`config.mk`:
```
export PLATFORM = sky130hd
export DESIGN_NAME = move_capture
export DESIGN_NICKNAME = d
export VERILOG_FILES = /design/src/rtl/move_pkg.sv /design/src/rtl/move_capture_round_timer.sv /design/src/rtl/move_capture.sv
export SDC_FILE = /design/constraint.sdc
export NUM_CORES = 1
export LEC_CHECK = 0
export ABC_AREA = 1
export ABC_CLOCK_PERIOD_IN_PS = 1550
export CAP_MARGIN = 20
export CORE_MARGIN = 8
export CORE_UTILIZATION = 55
export CTS_CLUSTER_DIAMETER = 60
export DETAILED_ROUTE_END_ITERATION = 8
export GPL_TIMING_DRIVEN = 0
export PLACE_DENSITY_LB_ADDON = 0.15
export SLEW_MARGIN = 20
export SYNTH_ARGS = -nofsm -noshare
export SYNTH_HDL_FRONTEND = slang
export SYNTH_SLANG_ARGS = --single-unit
export TNS_END_PERCENT = 30
```
`constraint.sdc`:
```
create_clock -name clk -period 1.55 [get_ports clk]
set_clock_uncertainty 0.1 [all_clocks]
set_input_delay 0.465 -clock clk [delete_from_list [all_inputs] [get_ports clk]]
set_output_delay 0.465 -clock clk [all_outputs]
set_load 0.005 [all_outputs]
```
`src/rtl/move_pkg.sv`:
```
// Shared move codes and capture FSM states for the gesture front end.
package move_pkg;

  typedef enum logic [1:0] {
    MOVE_NONE     = 2'b00,
    MOVE_ROCK     = 2'b01,
    MOVE_PAPER    = 2'b10,
    MOVE_SCISSORS = 2'b11
  } move_t;

  typedef enum logic [1:0] {
    IDLE,
    WAIT_RELEASE,
    ARMED,
    PRESENT
  } cap_state_t;

  // g is {scissors, paper, rock}; callers guarantee exactly one bit is set.
  function automatic move_t decode_gesture(input logic [2:0] g);
    case (g)
      3'b001:  return MOVE_ROCK;
      3'b010:  return MOVE_PAPER;
      3'b100:  return MOVE_SCISSORS;
      default: return MOVE_NONE;
    endcase
  endfunction

endpackage

```
`src/rtl/move_capture_round_timer.sv`:
```
// round_timer: clearable up-counter that saturates at TIMEOUT_CYCLES-1 and
// flags that value as expired. Also used for scoring-phase timeouts.
module round_timer #(
  parameter int TIMEOUT_CYCLES = 1000,
  localparam int CW = $clog2(TIMEOUT_CYCLES)
) (
  input  logic clk,
  input  logic reset,
  input  logic clr,
  input  logic en,
  output logic expired
);

  localparam logic [CW-1:0] LAST = CW'(TIMEOUT_CYCLES - 1);

  logic [CW-1:0] count;

  // Saturating at LAST means the counter can never wrap back to zero.
  always_ff @(posedge clk or posedge reset) begin
    if (reset) begin
      count <= '0;
    end else if (clr) begin
      count <= '0;
    end else if (en && (count != LAST)) begin
      count <= count + CW'(1);
    end
  end

  assign expired = (count == LAST);

endmodule

```
`src/rtl/move_capture.sv`:
```
// move_capture: turns debounced rock/paper/scissors levels into one move per
// round. Optional reject counter enabled by defining MOVE_CAPTURE_STATS_EN.
module move_capture
  import move_pkg::*;
#(
  parameter int TIMEOUT_CYCLES = 1000
) (
  input  logic       clk,
  input  logic       reset,
  input  logic       start,
  input  logic       rock_on,
  input  logic       paper_on,
  input  logic       scissors_on,
  output logic [1:0] move,
  output logic       move_valid,
  input  logic       move_ready,
  output logic       timed_out,
`ifdef MOVE_CAPTURE_STATS_EN
  output logic [7:0] reject_count,
`endif
  output logic       busy
);

  cap_state_t state_q, state_d;
  move_t      move_q, move_d;
  logic       valid_q, valid_d;
  logic       to_q, to_d;
  logic [2:0] prev_q;
  logic [2:0] cur;
  logic [2:0] rise;
  logic [1:0] pop;
  logic       single;
  logic       multi;
  logic       timer_clr;
  logic       timer_en;
  logic       expired;

  assign cur    = {scissors_on, paper_on, rock_on};
  assign rise   = cur & ~prev_q;
  assign pop    = 2'(cur[0]) + 2'(cur[1]) + 2'(cur[2]);
  assign single = (pop == 2'd1);
  assign multi  = (pop >= 2'd2);

  round_timer #(.TIMEOUT_CYCLES(TIMEOUT_CYCLES)) u_timer (
    .clk     (clk),
    .reset   (reset),
    .clr     (timer_clr),
    .en      (timer_en),
    .expired (expired)
  );

  always_ff @(posedge clk or posedge reset) begin
    if (reset) begin
      state_q <= IDLE;
      move_q  <= MOVE_NONE;
      valid_q <= 1'b0;
      to_q    <= 1'b0;
      prev_q  <= 3'b000;
    end else begin
      state_q <= state_d;
      move_q  <= move_d;
      valid_q <= valid_d;
      to_q    <= to_d;
      prev_q  <= cur;
    end
  end

  // Handshake: move/timed_out are valid and held stable while move_valid is
  // high; the result is consumed on the posedge where move_valid && move_ready.
  always_comb begin
    state_d   = state_q;
    move_d    = move_q;
    valid_d   = valid_q;
    to_d      = to_q;
    timer_clr = 1'b0;
    timer_en  = 1'b0;
    case (state_q)
      IDLE: begin
        if (start) state_d = WAIT_RELEASE;
      end
      WAIT_RELEASE: begin
        if (cur == 3'b000) begin
          state_d   = ARMED;
          timer_clr = 1'b1;
        end
      end
      ARMED: begin
        timer_en = 1'b1;
        // A fresh single gesture beats an expiry landing on the same cycle.
        if (single && (rise != 3'b000)) begin
          move_d  = decode_gesture(cur);
          valid_d = 1'b1;
          to_d    = 1'b0;
          state_d = PRESENT;
        end else if (!multi && expired) begin
          move_d  = MOVE_NONE;
          valid_d = 1'b1;
          to_d    = 1'b1;
          state_d = PRESENT;
        end
      end
      PRESENT: begin
        if (valid_q && move_ready) begin
          valid_d = 1'b0;
          to_d    = 1'b0;
          state_d = IDLE;
        end
      end
      default: state_d = IDLE;
    endcase
  end

`ifdef MOVE_CAPTURE_STATS_EN
  always_ff @(posedge clk or posedge reset) begin
    if (reset) begin
      reject_count <= 8'h00;
    end else if ((state_q == ARMED) && multi && (reject_count != 8'hFF)) begin
      reject_count <= reject_count + 8'd1;
    end
  end
`endif

  assign move       = move_q;
  assign move_valid = valid_q;
  assign timed_out  = to_q;
  assign busy       = (state_q != IDLE);

endmodule

```
# Yosys cells after proc, flatten, opt, wreduce, memory -nomap -nowiden
# Cells that the tools add are included.
[op_classes]
addsub = 3
multipliers = 0
div_mod_pow = 0
order_cmp = 1
eq_ne = 13
shift = 0
n_mux = 20
bitwise = 2
n_reduce_logical = 15
[ops]
columns = ["operator", "n"]
rows = [
  ["two-way mux 10 bit", 2],
  ["two-way mux 2 bit", 7],
  ["adder 10 x 1 -> 10 bit, second input constant", 1],
  ["equality test 10 bit, second input constant", 1],
  ["!= test 10 bit, second input constant", 1],
  ["case mux 2 bit (4 select lines)", 1],
  ["nonzero test 2 bit", 4],
  ["two-way mux 1 bit", 7],
  ["!= test 2 bit, second input constant", 3],
  ["case mux 2 bit (3 select lines)", 1],
  ["equality test 2 x 1 -> 1 bit, second input constant", 2],
  ["equality test 2 bit, second input constant", 2],
  ["logical AND 1 bit", 4],
  ["case mux 1 bit (2 select lines)", 2],
  ["AND reduction 4 bit", 1],
  ["bitwise AND 3 bit", 1],
  ["equality test 3 x 1 -> 1 bit, second input constant", 1],
  ["equality test 3 x 2 -> 1 bit, second input constant", 1],
  ["equality test 3 bit, second input constant", 1],
  ["logical NOT 3 bit", 1],
  ["!= test 3 bit, second input constant", 1],
  ["NOT 3 bit", 1],
  ["AND reduction 3 bit", 1],
  ["nonzero test 3 bit", 1],
  ["6 further kinds", 6],
]
[word_totals]
reg_bits = 19
latchBits = 0
ram_bits = 0
rom_bits = 0
inputBits = 7
output_inout_bits = 5
elab_cells = 60
n_memories = 0

# Logic depth before layout (Yosys ltp)
# Gate-level depths: netlist (run 1).
[logic_depth]
ltp_word = 8
depth_mapped = 9
ltp_nobuf = 9

# Hierarchy
# From an unflattened synthesis (run 1), not the netlist that was laid out.
[hier_totals]
hier_cells = 161
hier_area_um2 = 1221.2
[modules_own_cells]
columns = ["module", "instances", "cells_per_inst", "area_each_um2", "seq_area_each_um2"]
rows = [
  ["round_timer", 1, 91, 653.1, 250.2],
  ["move_capture", 1, 70, 568.0, 225.2],
]

# Least setup slack after synthesis (run 1)
# No wires, ideal clock.
[synth_path]
path_kind = "input -> register"
from = "input paper_on"
to = "register state_q[0]"
setup_ns = 0.117
arrival_ns = 1.483
t_required_ns = 1.333
path_slack_ns = -0.150
stages = 8
path_buffers = 0
cell_sequence = "inv_1 > fa_1 > nor2_1 > nand2_1 > nand3_2 > nand3_1 > nand2_1 > nand2_1"
[synth_via]
elab_chain_cells = 7
elab_cells_between_ends = 15
cone_classes = "2 x add/sub; 1 x order compare; 3 x eq/ne; 2 x mux; 1 x bitwise; 6 x reduce/logical"
[synth_lines]
columns = ["element", "line", "source"]
rows = [
  ["start, declared", "move_capture.sv:12", "input logic paper_on,"],
  ["adder 1 x 1 -> 2 bit", "move_capture.sv:40", "assign pop = 2'(cur[0]) + 2'(cur[1]) + 2'(cur[2]);"],
  ["adder 2 x 1 -> 2 bit", "move_capture.sv:40", ""],
  [">= comparator 2 bit", "move_capture.sv:42", "assign multi = (pop >= 2'd2);"],
  ["logical NOT 1 bit", "move_capture.sv:95", "end else if (!multi && expired) begin"],
  ["logical AND 1 bit", "move_capture.sv:95", ""],
  ["!= test 3 bit (no source line)", "-", ""],
  ["AND reduction 4 bit (no source line)", "-", ""],
  ["end signal, assigned", "move_capture.sv:60", "state_q <= state_d;"],
  ["end, declared", "move_capture.sv:24", "cap_state_t state_q, state_d;"],
]
# Parallel ways exist; a longest one is shown, timed or not.
# A chain may end at the register's enable or synchronous reset.

# Worst setup path after layout (run 1)
[layout_path]
from = "register state_q[0]"
to = "output busy"
[layout_via]
elab_chain_cells = 1
[layout_lines]
columns = ["element", "line", "source"]
rows = [
  ["nonzero test 2 bit", "move_capture.sv:126", "assign busy = (state_q != IDLE);"],
  ["end, declared", "move_capture.sv:21", "output logic busy"],
]
# Every way passes these cells.

==> impl_results.md, run 1 <==
* Run status: finished with violations
* Failing checks: setup timing
* Worst-Skew Late Latency at 300 ps
* Number of synthesized flops with an enable pin at 0
* Cell Chain, Critical Path: inv_2, ha_4, inv_2, buf_6
* ANT cells at 0
* Initial Util at between 50% and 60%
* Drt wl/cell at between 10 and 15 um
* Non-Filler Instances at 213
* Share of cells above drive strength 1 at a little over a quarter
* Commonest cells after routing, fill and taps aside: 44 x nand2_1, 18 x inv_1, 18 x dfrtp_1
* Num CTS Buffers at 3
* # IOs at 12
* Vias at about 1100
* Seq/Total Area, Yosys at about two fifths
* Final Max Tran Viols at 0
* P per Cell Area at around 1400 mW/mm^2
* Hold Path Class: in2reg
* Row count at 17
* Drt first pass iters at 4
* CTS root buffer: clkbuf_4
* Max Clock Freq at ~600 MHz
* Syn_area_per_cell at around 7.5 um^2
* H-tree levels at 1
* Placed cells at about 200
* Die Span X at 62.5 um
* Initial antenna violation count at 0
* Cell taking the most area after synthesis: dfrtp_1
* Period utilization at 108%
* Post-Route WL at 2640 um
* Main area contributors after synthesis: dfrtp_1 40%, nand2_1 15%, inv_1 7.9%
* Count of final setup violators at 1
* GPL Wtd Cong at approximately 0.88
* Critical Path Sink Type: primary output
* Yosys warnings at 0
* Clock buffer depth at 2
* DRC at 0
* Syn-to-layout area delta at 28.3%
* Most used DFF post-synth: dfrtp_1
* Leakage power at ~0.75 nW
* MaxCap Viol Count at 0
* Final ANT Viol Nets at 0
* Worst setup margin at -127 ps
* Die height at roughly 62 um
* Total grt overflow at 0
* Routed vias/inst at roughly 5.2
* Slowest cell delay on critical path at between 400 and 500 ps
* Final hold vios at 0
* Fin crit period at 1680 ps
* CTS Sinks at 19
* Global-route usage over all layers at 14.4%
* RSZ-0062 raised after global routing: yes
* Fillers at ~160
* Post-DP HPWL at between 1500 and 2000 um
* # port buffers at 11
* CP Launch Type: flip-flop
* Commonest non-fill, non-tap cell in the layout: nand2_1
* Core area at 0.00213 mm^2
* CTS tree: built
* CP most frequent cell: inv_2
* Worst-Margin Slew at a little over 700 ps
* WS Path Type: reg2out
* Max VDD drop at roughly 0.0011 V
* Synthesized flop and latch total at 19
* Vias in the first global route at 1099
* Ys async rst share at 100%
* WP buf/inv at 3
* Nets@finish at 200
* Die area at about 0.0039 mm^2
* CTS clk-pin slew, worst paths at 110 ps
* Netlist Area Pre-Place at roughly 0.0012 mm^2
* CTS Hold Bufs at 0
* Share of Yosys cell area claimed by the top area cell type at 40.0%
* Post-synthesis cell type count at 22
* Crit-path max FO at 4
* WHS at 193 ps
* Crit path arrival time at ~1100 ps
* Rel. slew slack at 51.6%
* Required time worst endpoint at about 1000 ps
* Post-Syn Nets at about 170
* CP max-delay cell: dfrtp_1
* CP top delay family: flip-flops
* Drt initial violations at between 40 and 50
* Largest net degree at the start of global routing at 20
* First-pass GRT wire length at around 4600 um
* Mapped Cells at 159
Yosys cell counts (3+ instances only):
cell	instances
nor2_1	12
nand3_1	14
nand2_1	47
nor3_1	4
o21ai_0	3
dfrtp_1	19
ha_1	6
o21ai_2	3
inv_1	25
a21oi_1	3
nand4_1	10
through the flow:
step                      setup WS (ps)  instance area (um^2)  TNS (ps)  util (%)  power (mW)
after floorplan                    -116                  1200      -668         -        1.37
after global placement             -815                  1350     -8960      63.4        1.63
after detailed placement           -877                  1350     -9440      63.4        1.66
after CTS                          -155                  1450      -155      68.0        2.02
after global routing               -178                  1530      -483      71.7        2.37
final                              -127                  1530      -127      71.7        2.18
report_power, final:
part / internal, mW / total [mW] / switching [mW] / leakage, nW
registers: 0.637 / 0.755 / 0.117 / 0.245
logic: 0.536 / 1.18 / 0.643 / 0.485
clock network: 0.100 / 0.250 / 0.150 / 0.0150
total: 1.27 / 2.18 / 0.910 / 0.746
final cells by class:
cell class	count	area, um^2	area share (%)
timing repair buffer	23	199	13.0
buffer	1	5.00	0.328
tap	28	35.0	2.30
multi-input combinational	112	677	44.4
sequential	19	477	31.3
clock buffer	4	26.3	1.72
inverter	26	106	6.97
flip-flops by register name, indices dropped and copies added (netlist names):
register       count
prev_q             3
timed_out          1
move               2
move_valid         1
state_q            2
u_timer.count     10
worst paths after layout:
check	startpoint	endpoint	slack, ps	depth (start not counted)
max reg2reg	state_q[0]	u_timer.count[6]	60	7
max	state_q[0]	busy	-130	4
min reg2reg	move[1]	move[1]	380	2
min	paper_on	prev_q[1]	190	1
max in group asynchronous	reset	u_timer.count[0]	370	2
min in group asynchronous	reset	move_valid	470	2
metal layers:
metal	track usage [%]	part of all wire, %	vias to the layer above
met3	3.41	2.7	8
li1	-	-	559
met4	7.98	3.0	0
met2	26.3	51	20
met1	14.7	43	523
met5	0	0	-
worst register-to-register path, cell delays in order (launching register included):
cell and delay, ps:
dfrtp_1 450, inv_2 100, buf_4 120, ha_4 190, nand4_1 150, o21ai_1 170, nand2_1 60, nor2_1 90
cells by family after synthesis:
logic type / after synthesis / synth area share, %
and+or+nand+nor: 94 / 36.5
DFF: 19 / 40.0
xor gates and xnor gates: 2 / 1.47
buffers and inverters: 28 / 9.26
adders and majority gates: 7 / 8.00
AOI/OAI and AO/OA: 9 / 4.74
timing repair:
action | in CTS | in global routing
endpoints found under the setup margin | 21 | 20
buffers inserted | 9 | 4
gates resized for setup | 35 | 18
endpoints found under the hold margin | 0 | 0
pin swaps | 5 | 13
(Power assumes the default switching activity.)
==> run 2, diff against run 1 <==
ABC_CLOCK_PERIOD_IN_PS = 2100   (was 1550)
CORE_UTILIZATION = 60   (was 55)
SYNTH_HIERARCHICAL = 1   (was unset)
clock period = 2.1 ns   (was 1.55 ns; I/O delays follow)
==> run 2 against run 1 <==
  * The run now ends clean
  * Hold slack better by 220 ps
  * First-iteration DRC count down 17%
  * Global-route usage up 0.52 points
  * Via count down 5.3%
  * Final area down 7.9%
  * Sequential share of layout area up 2.6 points
  * Register-to-register slack better by 270 ps
  * Core utilization up 0.65 points
  * Synthesized cell count up 1.3%
  * Clock-buffer cell count down 1
  * Critical path depth unchanged
  * Non-clock buffer count down 10
  * Critical path type unchanged
  * Critical endpoint unchanged
  * Largest power group unchanged
==> impl_results.md, run 2 <==
* Required time worst endpoint at 1370 ps (was 980 ps)
* Design area at 0.00141 mm^2 (was 0.00153 mm^2)
* CP max-delay cell: dfrtp_1 (unchanged)
* Nets@finish at 193 (was 200)
* MaxCap Viol Count at 0 (unchanged)
* Die Span X at 61.1 um (was 62.5 um)
* Commonest non-fill, non-tap cell in the layout: nand2_1 (unchanged)
* Post-Route WL at 2460 um (was 2640 um)
* Share of cells above drive strength 1 at 12.4% (was 26.5%)
* Fillers at 151 (was 164)
* Worst min-delay path startpoint: timed_out (was paper_on)
* Num CTS Buffers at 3 (unchanged)
* Critical R2R Launch: u_timer/count[0] (was state_q[0])
* Top flop regs: u_timer/count x10, prev_q x3 (was u_timer.count x10, prev_q x3)
* Yosys warnings at 6 (was 0)
* Biggest register: u_timer/count (was u_timer.count)
* Synthesized flop and latch total at 19 (unchanged)
* Most used DFF post-synth: dfrtp_1 (unchanged)
* Placed cells at 199 (was 198)
* Count leader, synth: nand2_1 (unchanged)
* CP startpoint: state_q[0] (unchanged)
* Drt wl/cell at 12.0 um (was 12.4 um)
* # IOs at 12 (unchanged)
* Syn_area_per_cell at 7.58 um^2 (was 7.48 um^2)
* Critical Path Sink Type: primary output (unchanged)
* Worst-Skew Late Latency at 290 ps (was 300 ps)
* P per Cell Area at 1010 mW/mm^2 (was 1430 mW/mm^2)
* Routed met3 length at 90 um (was 72 um)
* Max VDD drop at 0.000687 V (was 0.00105 V)
* CTS Sinks at 19 (unchanged)
* GPL Wtd Cong at 0.833 (was 0.880)
* CP Launch Type: flip-flop (unchanged)
* Final hold vios at 0 (unchanged)
* Non-Filler Instances at 205 (was 213)
* Netlist Area Pre-Place at 0.00122 mm^2 (was 0.00119 mm^2)
* DRC at 0 (unchanged)
* Fin crit period at ~2000 ps
* Global-route usage over all layers at 14.9% (was 14.4%)
* Routed vias/inst at 5.13 (was 5.21)
* ANT cells at 0 (unchanged)
* Share of Yosys cell area claimed by the top area cell type at 38.9% (was 40.0%)
* CTS tree: built (unchanged)
* Cell Chain, Critical Path: inv_1, ha_1, inv_1, dlygate4sd2_1 (was inv_2, ha_4, inv_2, buf_6)
* Vias in the first global route at 1101 (was 1099)
* Max Clock Freq at 499 MHz
* Initial antenna violation count at 0 (unchanged)
* Drt initial violations at 34 (was 41)
* RSZ-0062 raised after global routing: yes (unchanged)
* Worst-Margin Slew at 412 ps (was 725 ps)
* Initial Util at 62.9% (was 55.9%)
* # port buffers at 11 (unchanged)
* Hold Path Class: reg2reg (was in2reg)
* Period utilization at around 95%
* CTS root buffer: clkbuf_4 (unchanged)
* Post-Syn Nets at 175 (was 173)
* Total grt overflow at 0 (unchanged)
* Post-synthesis cell type count at 23 (was 22)
* Seq/Total Area, Yosys at 38.9% (was 40.0%)
* CTS clk-pin slew, worst paths at 110 ps (about the same)
* Number of synthesized flops with an enable pin at 0 (unchanged)
* Final Max Tran Viols at 0 (unchanged)
* Die height at 61.1 um (was 62.5 um)
* Post-DP HPWL at 1860 um (was 1880 um)
* Max FFs per register at 10 (unchanged)
* WHS at 410 ps (was 193 ps)
* Commonest cells after routing, fill and taps aside: 55 x nand2_1, 25 x inv_1, 19 x dfrtp_1 (was 44 x nand2_1, 18 x inv_1, 18 x dfrtp_1)
* Routed met2 length at 1250 um (was 1350 um)
* Mapped Cells at 161 (was 159)
* Drt first pass iters at 4 (unchanged)
* Leakage power at 0.736 nW (was 0.746 nW)
* Placed instance area at 0.00137 mm^2 (was 0.00135 mm^2)
* H-tree levels at 1 (unchanged)
* Main area contributors after synthesis: dfrtp_1 39%, nand2_1 17%, inv_1 7.7% (was dfrtp_1 40%, nand2_1 15%, inv_1 7.9%)
* First-pass GRT wire length at 4350 um (was 4640 um)
* Row count at 16 (was 17)
* CTS Hold Bufs at 0 (unchanged)
* Crit-path max FO at 3 (was 4)
* Count of final setup violators at 0 (was 1)
* Cell taking the most area after synthesis: dfrtp_1 (unchanged)
* Ys async rst share at 100% (unchanged)
* CP top delay family: buffers and inverters (was flip-flops)
* Slowest cell delay on critical path at 400 ps (was 440 ps)
* Core area at 0.00194 mm^2 (was 0.00213 mm^2)
* Final ANT Viol Nets at 0 (unchanged)
* WP buf/inv at 3 (unchanged)
* Die area at 0.00374 mm^2 (was 0.00391 mm^2)
* TNS Setup at 0 ps (was -127 ps)
* CP most frequent cell: inv_1 (was inv_2)
* M1 WL at 1100 um (was 1140 um)
* Run status: complete, no violations (was finished with violations)
* Syn-to-layout area delta at 15.1% (was 28.3%)
* Crit path arrival time at 1270 ps (was 1110 ps)
* Post-synth top cells: 55 x nand2_1, 25 x inv_1, 19 x dfrtp_1, 11 x nand3_1, 10 x nor2_1 (was 47 x nand2_1, 25 x inv_1, 19 x dfrtp_1, 14 x nand3_1, 12 x nor2_1)
* Clock buffer depth at 2 (unchanged)
* Largest net degree at the start of global routing at 12 (was 20)
* Highest metal used: met4 (unchanged)
* WS Path Type: reg2out (unchanged)
* Vias at 1051 (was 1110)
* Rel. slew slack at 72.4% (was 51.6%)
-- run 2: path summary, 6_finish.rpt --
kind                                     to  slack, ps  cells past startpoint
max                                    busy        100                      4
min                               timed_out        410                      2
max reg2reg                      state_q[0]        330                      8
min reg2reg                       timed_out        410                      2
max in group asynchronous  u_timer/count[1]       1070                      2
min in group asynchronous           move[0]        500                      2
-- run 2: through the flow --
stage	setup WS [ps]	util, %	power [mW]
floorplan	262	-	0.986
global placement	-406	70.3	1.16
detailed placement	-468	70.3	1.20
CTS	85.1	72.2	1.41
global route	-3.58	72.4	1.52
finish	97.6	72.4	1.41
-- run 2: kinds of logic after synthesis --
logic type,after synthesis,synth area share [%]
and+or+nand+nor,98,38.0
buffers and inverters,28,9.22
DFF,19,38.9
AOI/OAI and AO/OA,8,5.33
adders and majority gates,7,7.79
xor gates and xnor gates,1,0.717
-- run 2: area by class of cell --
| type | instances | area, um^2 | area share [%] |
|---|---|---|---|
| clock inverters | 1 | 5.00 | 0.356 |
| clock buffers | 3 | 22.5 | 1.60 |
| multi-input cells | 114 | 633 | 45.1 |
| inverters | 27 | 101 | 7.21 |
| repair buffers | 13 | 123 | 8.73 |
| flip-flops and latches | 19 | 475 | 33.8 |
| plain buffers | 1 | 11.3 | 0.801 |
| well taps | 27 | 33.8 | 2.40 |
-- run 2: layer usage --
| layer | track usage [%] | up-vias |
|---|---|---|
| li1 | - | 540 |
| met1 | 15.6 | 483 |
| met2 | 28.1 | 26 |
| met3 | 3.13 | 2 |
| met4 | 5.98 | 0 |
| met5 | 0 | - |
-- run 2: where the power goes --
group / switching [mW] / leakage (nW) / total, mW / internal, mW
registers: 0.0632 / 0.249 / 0.518 / 0.455
logic: 0.409 / 0.470 / 0.714 / 0.305
clock network: 0.110 / 0.0177 / 0.180 / 0.0708
total: 0.582 / 0.736 / 1.41 / 0.831
-- run 2: repair_timing --
action	CTS	global route
pin swaps	0	0
setup endpoints to repair	7	5
gates resized for setup	4	2
buffers inserted	2	0
-- run 2: worst min-delay path: cells and delay by family (launching register included) --
| kind | cells | cell delay, ps |
|---|---|---|
| DFF | 1 | 370 |
| and+or+nand+nor | 2 | 120 |
